## src/rtl/debug_pkg.sv

```systemverilog
// Shared definitions for the host-side debug controller: command bytes,
// state encoding and a constant log2 helper.
package debug_pkg;

   localparam logic [7:0] CMD_RESET = 8'h52;
   localparam logic [7:0] CMD_CONT  = 8'h43;
   localparam logic [7:0] CMD_STEP  = 8'h53;
   localparam logic [7:0] CMD_DUMP  = 8'h44;

   localparam logic [2:0] S_IDLE   = 3'd0;
   localparam logic [2:0] S_RUN    = 3'd1;
   localparam logic [2:0] S_STEP   = 3'd2;
   localparam logic [2:0] S_DADDR  = 3'd3;
   localparam logic [2:0] S_DLATCH = 3'd4;
   localparam logic [2:0] S_DSEND  = 3'd5;

   typedef enum logic [2:0] {
      IDLE       = S_IDLE,
      RUN        = S_RUN,
      STEP       = S_STEP,
      DUMP_ADDR  = S_DADDR,
      DUMP_LATCH = S_DLATCH,
      DUMP_SEND  = S_DSEND
   } state_t;

   localparam int NB_REG_DFLT    = 32;
   localparam int NB_BYTE_DFLT   = 8;
   localparam int BYTES_PER_WORD = NB_REG_DFLT / NB_BYTE_DFLT;

   // Minimum of 1 so single-entry ranges still get a usable index width.
   function automatic int clogb2(input int n);
      int r;
      r = 0;
      while ((1 << r) < n) r++;
      return (r < 1) ? 1 : r;
   endfunction

endpackage

```

## src/rtl/dbg_word_serializer.sv

```systemverilog
// Loads a word and emits it MSB byte first over a valid/ready handshake;
// one_byte sends only the top byte (used for the trailing checksum).
module dbg_word_serializer
   import debug_pkg::*;
#(
   parameter int NB_BYTE = 8,
   parameter int NBYTES  = BYTES_PER_WORD
) (
   input  logic                      gclk,
   input  logic                      grst_n,
   input  logic                      clear,
   input  logic                      load,
   input  logic                      one_byte,
   input  logic [NB_BYTE*NBYTES-1:0] word,
   input  logic                      ready,
   output logic [NB_BYTE-1:0]        data,
   output logic                      valid,
   output logic                      last
);
   localparam int NB_WORD = NB_BYTE * NBYTES;
   localparam int NB_CNT  = clogb2(NBYTES);

   logic [NB_WORD-1:0] shreg;
   logic [NB_CNT-1:0]  remain;

   assign data = shreg[NB_WORD-1 -: NB_BYTE];
   assign last = (remain == '0);

   // clear beats load so an abort never leaves a freshly loaded byte pending
   always_ff @(posedge gclk or negedge grst_n) begin
      if (!grst_n) begin
         shreg  <= '0;
         remain <= '0;
         valid  <= 1'b0;
      end else if (clear) begin
         shreg  <= '0;
         remain <= '0;
         valid  <= 1'b0;
      end else if (load) begin
         shreg  <= word;
         remain <= one_byte ? '0 : NB_CNT'(NBYTES - 1);
         valid  <= 1'b1;
      end else if (valid && ready) begin
         if (last) begin
            valid <= 1'b0;
         end else begin
            shreg  <= shreg << NB_BYTE;
            remain <= remain - NB_CNT'(1);
         end
      end
   end

endmodule

```

## src/rtl/debug_unit.sv

```systemverilog
// Host debug controller: byte commands reset/run/step/dump the pipeline and
// stream a dump back. `define DEBUG_UNIT_CKSUM_EN appends an XOR checksum byte.
module debug_unit
   import debug_pkg::*;
#(
   parameter int NB_REG       = 32,
   parameter int NB_BYTE      = 8,
   parameter int N_DUMP_WORDS = 64,
   parameter int NB_DBG_ADDR  = clogb2(N_DUMP_WORDS)
) (
   input  logic                   i_clock,
   input  logic                   i_reset,
   input  logic [NB_BYTE-1:0]     i_rx_data,
   input  logic                   i_rx_valid,
   output logic [NB_BYTE-1:0]     o_tx_data,
   output logic                   o_tx_valid,
   input  logic                   i_tx_ready,
   output logic                   o_pipe_valid,
   output logic                   o_pipe_reset,
   input  logic                   i_halt,
   output logic [NB_DBG_ADDR-1:0] o_dbg_addr,
   input  logic [NB_REG-1:0]      i_dbg_data,
   output logic                   o_busy
);
   localparam int                 NB_WIDX   = clogb2(N_DUMP_WORDS + 1);
   localparam logic [NB_WIDX-1:0] LAST_WORD = NB_WIDX'(N_DUMP_WORDS);

   state_t              state;
   logic [NB_REG-1:0]   counter;
   logic [NB_WIDX-1:0]  widx;
   logic                cmd_reset, cmd_cont, cmd_step, cmd_dump;
   logic                xfer, ser_last, ser_load, ser_one;
   logic                word_done, dump_done;
   logic [NB_REG-1:0]   ser_word;
   logic [NB_REG-1:0]   data_word;

   assign cmd_reset = i_rx_valid && (i_rx_data == NB_BYTE'(CMD_RESET));
   assign cmd_cont  = i_rx_valid && (i_rx_data == NB_BYTE'(CMD_CONT));
   assign cmd_step  = i_rx_valid && (i_rx_data == NB_BYTE'(CMD_STEP));
   assign cmd_dump  = i_rx_valid && (i_rx_data == NB_BYTE'(CMD_DUMP));

   assign xfer      = o_tx_valid && i_tx_ready;
   assign word_done = (state == DUMP_SEND) && xfer && ser_last;

   // The counter only moves with o_pipe_valid, which is low throughout a
   // dump, so reading it live at word 0 equals the entry snapshot.
   assign data_word = (widx == '0) ? counter : i_dbg_data;

`ifdef DEBUG_UNIT_CKSUM_EN
   logic [NB_BYTE-1:0] cksum;
   logic               ck_phase;
   logic               ck_load;

   assign ck_load   = word_done && (widx == LAST_WORD) && !ck_phase;
   assign dump_done = word_done && (widx == LAST_WORD) && ck_phase;
   assign ser_load  = (state == DUMP_LATCH) || ck_load;
   assign ser_one   = ck_load;
   // Fold in the byte being accepted this cycle, the last one of the dump.
   assign ser_word  = ck_load ? {cksum ^ o_tx_data, {(NB_REG-NB_BYTE){1'b0}}}
                              : data_word;

   always_ff @(posedge i_clock or negedge i_reset) begin
      if (!i_reset) begin
         cksum    <= '0;
         ck_phase <= 1'b0;
      end else if (cmd_reset || state == IDLE) begin
         cksum    <= '0;
         ck_phase <= 1'b0;
      end else begin
         if (xfer)    cksum    <= cksum ^ o_tx_data;
         if (ck_load) ck_phase <= 1'b1;
      end
   end
`else
   assign dump_done = word_done && (widx == LAST_WORD);
   assign ser_load  = (state == DUMP_LATCH);
   assign ser_one   = 1'b0;
   assign ser_word  = data_word;
`endif

   always_ff @(posedge i_clock or negedge i_reset) begin
      if (!i_reset) begin
         state        <= IDLE;
         o_pipe_reset <= 1'b1;
         o_pipe_valid <= 1'b0;
         o_dbg_addr   <= '0;
         o_busy       <= 1'b0;
         counter      <= '0;
         widx         <= '0;
      end else begin
         o_pipe_reset <= 1'b0;
         o_pipe_valid <= 1'b0;
         if (o_pipe_valid) counter <= counter + NB_REG'(1);
         if (cmd_reset) begin
            o_pipe_reset <= 1'b1;
            counter      <= '0;
            o_dbg_addr   <= '0;
            widx         <= '0;
            o_busy       <= 1'b0;
            state        <= IDLE;
         end else begin
            case (state)
               IDLE: begin
                  widx <= '0;
                  if (cmd_cont) begin
                     state        <= RUN;
                     o_pipe_valid <= 1'b1;
                     o_busy       <= 1'b1;
                  end else if (cmd_step) begin
                     state        <= STEP;
                     o_pipe_valid <= 1'b1;
                     o_busy       <= 1'b1;
                  end else if (cmd_dump) begin
                     state  <= DUMP_ADDR;
                     o_busy <= 1'b1;
                  end
               end
               RUN: begin
                  if (i_halt) state        <= DUMP_ADDR;
                  else        o_pipe_valid <= 1'b1;
               end
               STEP:       state <= DUMP_ADDR;
               DUMP_ADDR:  state <= DUMP_LATCH;
               DUMP_LATCH: state <= DUMP_SEND;
               DUMP_SEND: begin
                  if (dump_done) begin
                     state      <= IDLE;
                     o_busy     <= 1'b0;
                     o_dbg_addr <= '0;
                     widx       <= '0;
                  end else if (word_done && widx != LAST_WORD) begin
                     // word widx+1 reads debug address widx
                     widx       <= widx + NB_WIDX'(1);
                     o_dbg_addr <= NB_DBG_ADDR'(widx);
                     state      <= DUMP_ADDR;
                  end
               end
               default: state <= IDLE;
            endcase
         end
      end
   end

   dbg_word_serializer #(
      .NB_BYTE (NB_BYTE),
      .NBYTES  (NB_REG / NB_BYTE)
   ) u_ser (
      .gclk     (i_clock),
      .grst_n   (i_reset),
      .clear    (cmd_reset),
      .load     (ser_load),
      .one_byte (ser_one),
      .word     (ser_word),
      .ready    (i_tx_ready),
      .data     (o_tx_data),
      .valid    (o_tx_valid),
      .last     (ser_last)
   );

endmodule

```

## config.mk

```make
export PLATFORM = sky130hd
export DESIGN_NAME = debug_unit
export DESIGN_NICKNAME = d
export VERILOG_FILES = /design/src/rtl/debug_pkg.sv /design/src/rtl/dbg_word_serializer.sv /design/src/rtl/debug_unit.sv
export SDC_FILE = /design/constraint.sdc
export NUM_CORES = 1
export LEC_CHECK = 0
export BUFFER_PORTS_ARGS = -buffer_cell sky130_fd_sc_hd__buf_4
export CAP_MARGIN = 20
export CORE_ASPECT_RATIO = 0.6
export CORE_UTILIZATION = 40
export CTS_CLUSTER_SIZE = 20
export DETAILED_ROUTE_END_ITERATION = 12
export PLACE_DENSITY_LB_ADDON = 0.08
export REMOVE_ABC_BUFFERS = 1
export SYNTH_ARGS = -nofsm -noshare
export SYNTH_HDL_FRONTEND = slang
export SYNTH_HIERARCHICAL = 1
export SYNTH_SLANG_ARGS = --single-unit
```

## constraint.sdc

```tcl
create_clock -name i_clock -period 4.4 [get_ports i_clock]
set_input_delay 0.88 -clock i_clock [delete_from_list [all_inputs] [get_ports i_clock]]
set_output_delay 0.88 -clock i_clock [all_outputs]
set_load 0.005 [all_outputs]
```

==> flow_metrics.env <==
export IMPL_status="finished, final reports clean"
export IMPL_rows=31
export IMPL_n_fill_cell=1158
export IMPL_grt_pass1_vias=3676
export IMPL_vias_per_cell=5.53
export IMPL_r2r_start="widx[0]"
export IMPL_grt_usage=0.207
export IMPL_grt_start_max_net_pins=71
export IMPL_synth_fa_ha_area_frac=0.00993
export IMPL_io_buffers=62
export IMPL_antennaDiodeCount=0
export IMPL_crit_path_end_kind="register"
export IMPL_syn_to_final_growth_pct=16.5
export IMPL_synth_top_family_by_area="multiplexers"
export IMPL_ctsResizeCount=0
export IMPL_whs_ps=510
export IMPL_hold_viol_final=0
export IMPL_synth_compound_area_frac=0.115
export IMPL_ys_ff_latch=86
export IMPL_ys_warn_count=6
export IMPL_tns_ps=0
export IMPL_antenna_left=0
export IMPL_core_mm2=0.0122
export IMPL_start_util=0.414
export IMPL_synth_xor_area_frac=0.0209
export IMPL_synth_area_mm2=0.00504
export IMPL_ys_seq_area_frac=0.427
export IMPL_synth_simple_area_share=0.178
export IMPL_chipWidth_um=147
export IMPL_synth_cell_types=59
export IMPL_drtPass1Iterations=5
export IMPL_skew_ps=4.84
export IMPL_gr_total_overflow=0
export IMPL_slew_viol_final=0
export IMPL_power_switching_uw=1120
export IMPL_wl_um=12700
export IMPL_synthArstFlopShare=1.00
export IMPL_finalSetupViolCount=0
export IMPL_post_route_drc_count=0
export IMPL_crit_required_ps=4620
export IMPL_power_frac_comb=0.376
export IMPL_synthFlopType="dfrtp_1"
export IMPL_post_route_period_util=0.697
export IMPL_p_int_uw=2120
export IMPL_htree_levels=3
export IMPL_die_area_mm2=0.0131
export IMPL_cts_tree="done"
export IMPL_switching_share=0.346
export IMPL_hp_start="u_ser/shreg[31]"
export IMPL_root_buffer="clkbuf_16"
export IMPL_use_met1=0.335
export IMPL_drv_cap=0
export IMPL_min_path_type="register to register"
export IMPL_synthMuxAreaShare=0.194
export IMPL_vdd_drop_max_uv=261
export IMPL_grt_pass1_wl_um=20500
export IMPL_netlist_instances=480
export IMPL_rsz0062_at_grt="false"
export IMPL_cellLeakagePower_uw=0.00241
export IMPL_wl_per_cell_um=18.3
export IMPL_finalNetCount=571
export IMPL_worst_setup_path_start_kind="register"
export IMPL_avgSynthCellArea_um2=10.5
export IMPL_dpl_hpwl_um=8700
export IMPL_grtUsageMet3=0.0464
export IMPL_antenna_found_initial=0
export IMPL_seq_area_mm2=0.00215
export IMPL_cts_setup_buffers=0
export IMPL_dr_first_iter_drc_count=240
export IMPL_finalPower_uw=3240
export IMPL_p_seq_frac=0.379
export IMPL_post_route_min_period_ps=3070
export IMPL_crit_type="register to register"
export IMPL_cp_startpoint="widx[0]"
export IMPL_clock_latency_ps=340
export IMPL_num_vias=3826
export IMPL_worstPathMaxFanout=18
export IMPL_arrival_ps=3290
export IMPL_power_density_mw_per_mm2=552
export IMPL_chipHeight_um=88.9
export IMPL_synth_edf_count=0
export IMPL_multi_input_area_mm2=0.00262
export IMPL_setup_ws_ps=1330
export IMPL_fmax_mhz=326
export IMPL_worstMarginPinSlew_ps=845
export IMPL_drive_gt1_frac=0.294
export IMPL_ctsHoldBuffers=0
export IMPL_preCtsSetupSlack_ps=1140
export IMPL_p_clk_frac=0.245
export IMPL_met2_usage=0.270
export IMPL_io_pins=63
export IMPL_numPlacedInstances=675
export IMPL_top_usage_layer="met1"
export IMPL_cts_buffers=9
export IMPL_cts_buffer_depth=2
export IMPL_globalplace_congestion=0.810
export IMPL_layout_cells_non_filler=692
export IMPL_path_clk_slew_ps=60
export IMPL_clkSinkCount=86
export IMPL_max_slew_margin_rel=0.436
==> final cells by class <==
class                      count  share of cell area
clock buffer                  10              0.0407
clock inverter                 6              0.0119
inverter                       9             0.00576
multi-input combinational    348               0.447
sequential                    86               0.367
tap                          165              0.0352
timing repair buffer          68              0.0925
==> through the flow <==
| step | cell area [µm²] | utilization |
|---|---|---|
| floorplan | 4800 | - |
| global placement | 5530 | 0.454 |
| detailed placement | 5530 | 0.454 |
| CTS | 5840 | 0.480 |
| global route | 5870 | 0.482 |
| finish | 5870 | 0.482 |
==> state kept, by name, summed over array words and instances (netlist names) <==
register      cells
o_busy            1
u_ser/remain      2
o_pipe_valid      1
widx              7
state             3
u_ser/valid       1
o_pipe_reset      1
o_dbg_addr        6
counter          32
u_ser/shreg      32
==> cell usage after synthesis (all sizes together) (2+ instances only) <==
library cell,number,share of area
o31ai,12,0.018
and3,4,0.0050
nor4b,3,0.0065
and2,4,0.0050
dfrtp,85,0.42
a22o,14,0.024
a31oi,2,0.0025
nand2,24,0.018
or3,7,0.0087
nand2b,2,0.0025
xor2,7,0.012
or4,14,0.022
mux2i,27,0.054
o21a,3,0.0045
clkbuf,9,0.0067
buf,29,0.040
o21ai,15,0.017
nand3,24,0.025
xnor2,5,0.0087
a21oi,24,0.025
o211ai,7,0.010
nor2,45,0.034
nor2b,4,0.0050
ha,4,0.0099
nor4,3,0.0037
nor3,4,0.0040
and4,6,0.011
mux2,57,0.14
inv,9,0.0067
nand4,12,0.020
==> kinds of logic (layout without fill, tap and decap cells) <==
logic type	Yosys count	after routing
flip-flops	86	86
multiplexers	84	84
AO/OA/AOI/OAI	85	85
buffers and inverters	47	93
other	1	2
adder cells (fa/ha/maj)	4	4
XOR/XNOR	12	12
AND/OR/NAND/NOR	161	161
==> critical path, cell delays in order (launching register included) <==
cell	delay, ps
dfrtp_1	410
inv_1	90
ha_1	150
nor4b_2	390
nand2_1	610
buf_4	420
mux2_2	280
mux2i_1	230
nor2_1	80
mux2_4	270
==> layer usage <==
layer	vias up	wire length, µm
met2	85	5040
met5	-	0
met4	0	48
met3	4	551
met1	1879	7040
li1	1858	-
==> cell usage in the layout (no fill, tap or decap), types with 7 or more instances in the layout <==
cell type  synthesis  routed
dfrtp_1           85      85
buf_4             12      66
nor2_1            44      44
mux2_2            39      39
mux2i_1           27      27
nand2_1           24      24
nand3_1           23      23
a21oi_1           23      23
mux2_4            18      18
o21ai_0           14      14
a22o_1            14      14
or4_1             13      13
o31ai_1           12      12
nand4_1            9       9
clkbuf_16          0       9
inv_1              9       8
o211ai_1           7       7
xor2_1             7       7
or3_1              7       7
==> power by group through the flow <==
stage / Clock, µW / Combinational (µW) / Sequential (µW)
final: 794 / 1220 / 1230
after global routing: 849 / 1340 / 1260
after CTS: 815 / 1200 / 1220
after detailed placement: 0 / 1190 / 1230
after global placement: 0 / 1170 / 1240
after floorplan: 0 / 896 / 1170
==> path summary, 6_finish.rpt <==
kind / cells past startpoint / slack (ps) / to
setup / recovery: 9 / 1330 / u_ser/shreg[19]
max in group asynchronous: 2 / 2880 / o_pipe_valid
hold reg to reg: 1 / 510 / u_ser/shreg[31]
min in group asynchronous: 1 / 630 / u_ser/shreg[29]
setup reg to reg: 9 / 1330 / u_ser/shreg[19]
hold / removal: 1 / 510 / u_ser/shreg[31]
Note: power is estimated with default switching activity, not from simulation.
